**src/rtl/cpu_status_uart_tx.sv**
```systemverilog
// Streams every change of the CPU result bus and flags to a host as a pair of 8N1 frames:
// byte 0 = result, byte 1 = {4'hA, C, Z, V, N}. Records are buffered in a small FIFO.
module cpu_status_uart_tx #(
  parameter int CLKS_PER_BIT = 16,
  parameter int FIFO_DEPTH   = 4,
  parameter int ADDR_W       = 2
) (
  input  logic              clk_i,
  input  logic              rst_i,
  input  logic [7:0]        out_i,
  input  logic [3:0]        flags_i,
  input  logic              capture_en_i,
  output logic              tx_o,
  output logic              busy_o,
  output logic              overflow_o,
  output logic [ADDR_W:0]   fifo_level_o
);

  localparam int BAUD_W = $clog2(CLKS_PER_BIT);
  localparam logic [BAUD_W-1:0] BAUD_LAST  = BAUD_W'(CLKS_PER_BIT - 1);
  localparam logic [ADDR_W:0]   LEVEL_FULL = (ADDR_W+1)'(FIFO_DEPTH);

  typedef enum logic [1:0] {
    ST_IDLE  = 2'd0,
    ST_START = 2'd1,
    ST_DATA  = 2'd2,
    ST_STOP  = 2'd3
  } state_e;

  logic [11:0]       sample_s;
  logic [11:0]       last_q;
  logic [11:0]       fifo_mem_q [FIFO_DEPTH];
  logic [11:0]       head_s;
  logic [ADDR_W-1:0] wr_ptr_q;
  logic [ADDR_W-1:0] rd_ptr_q;
  logic [ADDR_W:0]   level_q;
  logic [ADDR_W:0]   level_d;
  logic              overflow_q;
  logic              change_s;
  logic              full_s;
  logic              empty_s;
  logic              push_s;
  logic              pop_s;

  state_e            state_q, state_d;
  logic              sel_q, sel_d;
  logic [2:0]        bit_q, bit_d;
  logic [2:0]        bit_nxt_s;
  logic [BAUD_W-1:0] baud_q, baud_d;
  logic              baud_wrap_s;
  logic [11:0]       shift_q, shift_d;
  logic [7:0]        byte_s;
  logic              tx_q, tx_d;
  logic              busy_q, busy_d;

  assign sample_s = {out_i, flags_i};
  assign change_s = (sample_s != last_q) && capture_en_i;
  // Fullness is judged before this edge's pop, so a push into a full FIFO is lost even if a pop frees a slot.
  assign full_s   = (level_q == LEVEL_FULL);
  assign empty_s  = (level_q == {(ADDR_W+1){1'b0}});
  assign push_s   = change_s && !full_s;
  assign head_s   = fifo_mem_q[rd_ptr_q];

  // FIFO occupancy next-state
  always_comb begin
    level_d = level_q;
    case ({push_s, pop_s})
      2'b10:   level_d = level_q + (ADDR_W+1)'(1);
      2'b01:   level_d = level_q - (ADDR_W+1)'(1);
      default: level_d = level_q;
    endcase
  end

  // Change-detect register, FIFO pointers, level and sticky overflow
  always_ff @(posedge clk_i or posedge rst_i) begin
    if (rst_i) begin
      last_q     <= 12'h000;
      wr_ptr_q   <= {ADDR_W{1'b0}};
      rd_ptr_q   <= {ADDR_W{1'b0}};
      level_q    <= {(ADDR_W+1){1'b0}};
      overflow_q <= 1'b0;
    end else begin
      last_q  <= sample_s;
      level_q <= level_d;
      if (push_s) begin
        wr_ptr_q <= wr_ptr_q + ADDR_W'(1);
      end
      if (pop_s) begin
        rd_ptr_q <= rd_ptr_q + ADDR_W'(1);
      end
      if (change_s && full_s) begin
        overflow_q <= 1'b1;
      end
    end
  end

  // Record storage; contents are meaningless once the pointers are reset
  always_ff @(posedge clk_i) begin
    if (push_s) begin
      fifo_mem_q[wr_ptr_q] <= sample_s;
    end
  end

  assign byte_s      = sel_q ? {4'hA, shift_q[3:0]} : shift_q[11:4];
  assign bit_nxt_s   = bit_q + 3'd1;
  assign baud_wrap_s = (baud_q == BAUD_LAST);

  // Transmit FSM next-state; tx/busy are computed one cycle ahead and registered
  always_comb begin
    state_d = state_q;
    sel_d   = sel_q;
    bit_d   = bit_q;
    shift_d = shift_q;
    tx_d    = tx_q;
    busy_d  = busy_q;
    pop_s   = 1'b0;
    baud_d  = baud_wrap_s ? {BAUD_W{1'b0}} : baud_q + BAUD_W'(1);
    case (state_q)
      ST_IDLE: begin
        baud_d = {BAUD_W{1'b0}};
        tx_d   = 1'b1;
        busy_d = 1'b0;
        if (!empty_s) begin
          pop_s   = 1'b1;
          shift_d = head_s;
          sel_d   = 1'b0;
          state_d = ST_START;
          tx_d    = 1'b0;
          busy_d  = 1'b1;
        end else begin
          state_d = ST_IDLE;
        end
      end
      ST_START: begin
        if (baud_wrap_s) begin
          state_d = ST_DATA;
          bit_d   = 3'd0;
          tx_d    = byte_s[0];
        end else begin
          state_d = ST_START;
        end
      end
      ST_DATA: begin
        if (baud_wrap_s) begin
          if (bit_q == 3'd7) begin
            state_d = ST_STOP;
            tx_d    = 1'b1;
          end else begin
            bit_d = bit_nxt_s;
            tx_d  = byte_s[bit_nxt_s];
          end
        end else begin
          state_d = ST_DATA;
        end
      end
      ST_STOP: begin
        if (baud_wrap_s) begin
          if (!sel_q) begin
            sel_d   = 1'b1;
            state_d = ST_START;
            tx_d    = 1'b0;
          end else if (!empty_s) begin
            pop_s   = 1'b1;
            shift_d = head_s;
            sel_d   = 1'b0;
            state_d = ST_START;
            tx_d    = 1'b0;
          end else begin
            state_d = ST_IDLE;
            tx_d    = 1'b1;
            busy_d  = 1'b0;
          end
        end else begin
          state_d = ST_STOP;
        end
      end
      default: begin
        state_d = ST_IDLE;
        tx_d    = 1'b1;
        busy_d  = 1'b0;
      end
    endcase
  end

  // Transmit FSM state and registered line outputs
  always_ff @(posedge clk_i or posedge rst_i) begin
    if (rst_i) begin
      state_q <= ST_IDLE;
      sel_q   <= 1'b0;
      bit_q   <= 3'd0;
      baud_q  <= {BAUD_W{1'b0}};
      shift_q <= 12'h000;
      tx_q    <= 1'b1;
      busy_q  <= 1'b0;
    end else begin
      state_q <= state_d;
      sel_q   <= sel_d;
      bit_q   <= bit_d;
      baud_q  <= baud_d;
      shift_q <= shift_d;
      tx_q    <= tx_d;
      busy_q  <= busy_d;
    end
  end

  assign tx_o         = tx_q;
  assign busy_o       = busy_q;
  assign overflow_o   = overflow_q;
  assign fifo_level_o = level_q;

endmodule

```
**config.mk**
```make
export PLATFORM = sky130hd
export DESIGN_NAME = cpu_status_uart_tx
export DESIGN_NICKNAME = d
export VERILOG_FILES = /design/src/rtl/cpu_status_uart_tx.sv
export SDC_FILE = /design/constraint.sdc
export NUM_CORES = 1
export LEC_CHECK = 0
export ABC_AREA = 1
export BUFFER_PORTS_ARGS = -buffer_cell sky130_fd_sc_hd__buf_2
export CAP_MARGIN = 40
export CORE_AREA = 2 2 104 106
export DETAILED_ROUTE_END_ITERATION = 8
export DIE_AREA = 0 0 106 108
export GPL_ROUTABILITY_DRIVEN = 0
export GPL_TIMING_DRIVEN = 0
export SLEW_MARGIN = 25
export SYNTH_ARGS = -nofsm -noshare
export SYNTH_HDL_FRONTEND = slang
export SYNTH_SLANG_ARGS = --single-unit
```
**constraint.sdc**
```tcl
create_clock -name clk_i -period 2.4 [get_ports clk_i]
set_clock_uncertainty 0.15 [all_clocks]
set_input_delay 0.48 -clock clk_i [delete_from_list [all_inputs] [get_ports clk_i]]
set_output_delay 0.48 -clock clk_i [all_outputs]
set_load 0.05 [all_outputs]
```
; Word level (Yosys, flattened, before mapping)
; Memories as Yosys holds them, arrays and structs flattened.
; Index checks and enable logic that the tools add are counted.
[op_classes]
magnitude_cmp = 1
n_reduce_logical = 14
n_addsub = 6
n_mux = 42
n_eq_ne = 17
[ops]
columns = op, n
row1 = 12-bit 2-to-1 mux, 3
row2 = 12-bit one-hot mux with 2 select lines, 1
row3 = 1-bit 2-to-1 mux, 19
row4 = "2-bit inequality test, second input constant", 7
row5 = 12-bit inequality test, 1
row6 = 3-bit one-hot mux with 2 select lines, 2
row7 = 2-bit 2-to-1 mux, 5
row8 = 3-bit 2-to-1 mux, 3
row9 = 3-bit AND reduction, 3
row10 = 4-bit 2-to-1 mux, 2
row11 = 8-bit 2-to-1 mux, 1
row12 = 2-bit one-hot mux with 4 select lines, 1
row13 = 4-bit AND reduction, 2
row14 = "3-bit by 1-bit adder with 3-bit output, second input constant", 2
row15 = "2-bit == test, second input constant", 3
row16 = "3-bit == test, second input constant", 2
row17 = 1-bit one-hot mux with 2 select lines, 3
row18 = 2-bit nonzero test, 3
row19 = "2-bit by 1-bit adder with 2-bit output, second input constant", 2
row20 = "4-bit by 1-bit adder with 4-bit output, second input constant", 1
row21 = "2-bit by 1-bit == test with 1-bit output, second input constant", 2
row22 = "4-bit == test, second input constant", 1
row23 = "3-bit by 4-bit < comparator with 1-bit output, second input constant", 1
row24 = 1-bit one-hot mux with 4 select lines, 1
row25 = 7 further kinds, 9
[word_totals]
n_memories = 1
ram_bits = 48
wordCells = 93
ff_bits = 44
[mem_list]
columns = memory, depth, word_bits, read_ports, rd_clocked_by_memory_dff, write_ports, line_no
row1 = fifo_mem_q, 4, 12, 1, 0, 1, 32  ; logic [11:0] fifo_mem_q [FIFO_DEPTH];

; Logic depth before layout (Yosys ltp)
[logic_depth]
word_depth = 7
mapped_depth = 13
depth_no_buf = 13

; Least setup slack after synthesis
; Ideal clock, no wire load.
[synth_timing]
kind = reg2reg
start = reg level_q[0] (netlist: fifo_level_o[0])
end = reg level_q[2] (netlist: fifo_level_o[2])
period_less_slack_ns = 2.570
path_stages_with_launch = 13
arrival_ns = 2.289
path_slack_ns = -0.170
n_path_buf = 0
t_required_ns = 2.119
cell_sequence = dfrtp_1 -> nor2_1 -> nand2_2 -> nand2_2 -> o32ai_1 -> nand2_1 -> inv_2 -> ha_1 -> inv_1 -> fa_1 -> a21oi_1 -> o21ai_0 -> xor2_1
[synth_between]
elab_chain_len = 7
word_cells_on_any_way = 14
cone_classes = add/sub: 2 / eq/ne: 3 / mux: 5 / reduce/logical: 4
[synth_lines]
columns = element, line_no
row1 = "start, declared", 36  ; logic [ADDR_W:0] level_q;
row2 = "start signal, assigned", 80  ; level_q <= {(ADDR_W+1){1'b0}};
row3 = "start signal, assigned", 84  ; level_q <= level_d;
row4 = 3-bit zero test *, 60  ; assign empty_s = (level_q == {(ADDR_W+1){1'b0}});
row5 = 1-bit 2-to-1 mux *, "123, 162"
row6 = 1-bit 2-to-1 mux, 158  ; if (!sel_q) begin
row7 = 1-bit 2-to-1 mux, 157  ; if (baud_wrap_s) begin
row8 = 1-bit one-hot mux with 2 select lines *, 118  ; case (state_q)
row9 = named net pop_s, 43  ; logic pop_s;
row10 = 2-bit by 1-bit == test with 1-bit output / 2-bit == test (equally long branches), 67  ; case ({push_s, pop_s})
row11 = 3-bit one-hot mux with 2 select lines / 2-bit nonzero test (equally long branches), --
; Mark *: on every way through the listed nets, which the timed path passes. The rest lies on a longest branch.
; A chain may end at the register's enable or synchronous reset.

; Worst setup path in the final report
[layout_timing]
start = reg state_q[1]
end = reg level_q[2] (netlist: fifo_level_o[2])
[layout_between]
elab_chain_len = 4
word_cells_on_any_way = 7
cone_classes = eq/ne: 3 / mux: 2 / reduce/logical: 2
[layout_lines]
columns = element, line_no
row1 = "start, declared", 45  ; state_e state_q, state_d;
row2 = "start signal, assigned", 196  ; state_q <= state_d;
row3 = 2-bit == test / 2-bit zero test (equally long branches), 118
row4 = 1-bit one-hot mux with 2 select lines *, 118
row5 = named net pop_s, 43
row6 = 2-bit by 1-bit == test with 1-bit output / 2-bit == test (equally long branches), 67
row7 = 3-bit one-hot mux with 2 select lines / 2-bit nonzero test (equally long branches), --
; Marked as above.

==> reports/metrics.csv <==
stage;metric;value;unit
placement;place_inst;525;
clocking;clockBufferDepth;2;
timing;setup_violations;0;
synthesis;syn_avg_cell_area;10.9;sq um
floorplan;die_w;106;um
critical_path;worstSetupStartpoint;state_q[1];
run;cap_violations;0;
timing;finalHoldViolations;0;
global_routing;grt_pass1_vias;2650;
timing;setup-tns-final;0;ns
synthesis;synthFlopType;edfxtp_1;
routing;antenna_left;0;
routing;totalWireLength;7.70;mm
critical_path;cp.arrival;2.46;ns
clocking;cts_tree;built;
synthesis;synth_warnings;0;
clocking;cts_root_buf;clkbuf_8;
synthesis;ys_types;29;
final_layout;finalNonFillerCells;549;
synthesis;synth-edff-count;48;
clocking;worstSkewPairLatency;0.37;ns
global_routing;antenna_found_initial;0;
critical_path;crit_path_max_fanout;4;
power;peakVddDrop;0.433;mV
floorplan;die-area;11400;sq um
global_routing;grt_use_total;14.7;%
floorplan;initial_core_util;39.2;%
placement;dp.final_hpwl;5.19;mm
routing;drcViolationCount;0;
final_layout;area_delta_synth_final;15.9;%
timing;fin_ws;0.0443;ns
synthesis;synthesis.nets;397;
timing;fmax;424;MHz
routing;wl_per_cell;14.0;um
synthesis;synth_seq_cells;92;
final_layout;drive_above_1_share;22.5;%
timing;rsz0062_at_grt;yes;
timing;slew_headroom;51.3;%
critical_path;critPathLaunchType;flip-flop;
power;pwr_density_cell;773;nW/um^2
timing;post-route-period-util;98.2;%
timing;final-max-slew-violation-count;0;
global_routing;grt_overflow;0;
routing;drt-initial-drc-count;142;
power;p_leak;1.91;nW
final_layout;fin_nets;437;
synthesis;synthArstFlopShare;47.8;%
global_routing;grt_start_max_net_pins;27;
floorplan;core;10200;sq um
final_layout;antenna_cells;0;
routing;num_vias;2602;
timing;tightest_slew;0.729;ns
synthesis;syn_inst;368;
critical_path;critPathCaptureType;flip-flop;
critical_path;cp.required;2.51;ns
synthesis;syn_area;4010;sq um
clocking;clk_pin_slew;0.10;ns
placement;post-place-ws;-0.726;ns
synthesis;ys_seq_area_share;63.5;%
floorplan;pin_count;21;
routing;vias_per_cell;4.74;
power;finalPower;3.59;mW
placement;numPortBuffers;20;
clocking;h-tree-depth;3;
synthesis;synth_area_leaders;edfxtp_1 (36%), dfrtp_1 (27%), o21ai_0 (5.5%), nand2_1 (4.7%), nor2_1 (4.7%);
outcome;outcome;finished, final reports clean;
critical_path;critical_path_class;flip-flop to flip-flop;
critical_path;r2r_start;state_q[1];
synthesis;synthTopCellsByCount;nand2_1 (50), nor2_1 (50), edfxtp_1 (48);
timing;period_minus_slack;2.36;ns
clocking;cts_buffers;9;
synthesis;synth_top_area_cell;edfxtp_1;
routing;firstDrtPassIters;4;
clocking;numClockSinks;92;
min_path;hp-class;input pin to asynchronous set/reset pin;
floorplan;die_h;108;um
synthesis;yosysTopAreaCellShare;36.0;%
global_routing;grt_pass1_wl;12.8;mm
floorplan;rows;37;
==> critical path, stage by stage (launching register included) <==
cell and delay [ns]:
dfrtp_1 0.43, ha_4 0.18, inv_1 0.08, o32ai_2 0.26, nand2_1 0.14, inv_2 0.11, ha_4 0.14, inv_4 0.04
fa_2 0.36, a21oi_2 0.13, o21ai_1 0.08, xor2_1 0.14
==> report_power, final <==
part           switching [mW]  leakage [nW]  internal (mW)
clock                   0.597        0.0897          0.394
sequential             0.0815         0.955           1.90
combinational           0.446         0.860          0.172
==> final timing paths <==
| kind | end | depth (start not counted) | slack, ns |
|---|---|---|---|
| worst min register to register | overflow_o | 1 | 0.34 |
| min in group clk_i | last_q[3] | 1 | 0.13 |
| max in group asynchronous | last_q[11] | 3 | 1.56 |
| worst max-delay path | fifo_level_o[2] | 11 | 0.04 |
| worst min-delay path | fifo_level_o[2] | 2 | 0.02 |
| worst max register to register | fifo_level_o[2] | 11 | 0.04 |
==> cell usage in the layout (no fill, tap or decap), types with 10 or more instances in the layout <==
cell	instances
inv_1	31
nand2_1	48
nand3_1	21
dfrtp_1	39
nor2_1	45
buf_4	10
buf_2	26
o21ai_0	43
edfxtp_1	48
==> sequential cells by signal, indices dropped and copies added, names as in the netlist, 2 cells and up <==
register,cells
bit_q,3
shift_q,12
rd_ptr_q,2
baud_q,4
fifo_level_o,3
wr_ptr_q,2
fifo_mem_q,48
last_q,12
state_q,2
==> layer usage <==
layer	GRT usage (%)	up-vias	part of all wire (%)
li1	-	1309	-
met1	18.5	1247	48
met2	24.7	38	48
met3	3.01	8	2.9
met4	6.30	0	1.5
met5	0	-	0
==> through the flow <==
step	cell area (sq um)	hold slack (ns)	util [%]
after floorplan	4010	0.280	-
after global placement	4280	0.294	41.9
after detailed placement	4320	0.305	42.2
after CTS	4580	0.0391	44.7
after global routing	4640	0.0845	45.4
final	4640	0.0232	45.4
==> area by class of cell <==
cell class | count | area (sq um)
fillers | 954 | 5590
flip-flops and latches | 92 | 2550
multi-input cells | 227 | 1350
repair buffers | 29 | 188
well taps | 136 | 170
inverters | 39 | 149
clock buffers | 9 | 124
clock inverters | 7 | 60.1
plain buffers | 10 | 60.1
==> cell families (layout without fill, tap and decap cells) <==
kind of cell / Yosys count / after routing / share of synthesized area (%)
flops: 92 / 92 / 63.5
compound gates: 66 / 66 / 9.52
xor+xnor: 16 / 16 / 3.50
fa+ha+maj: 14 / 14 / 4.56
buf+inv: 49 / 94 / 5.15
simple gates: 130 / 130 / 13.5
mux: 1 / 1 / 0.281
==> timing repair <==
action / in CTS / in global routing
buffers inserted: 3 / 5
setup endpoints to repair: 2 / 11
cloned: 0 / 0
pin swaps: 7 / 11
hold buffers: 0 / 0
resized for setup: 12 / 11
Note: power is estimated with default switching activity, not from simulation.
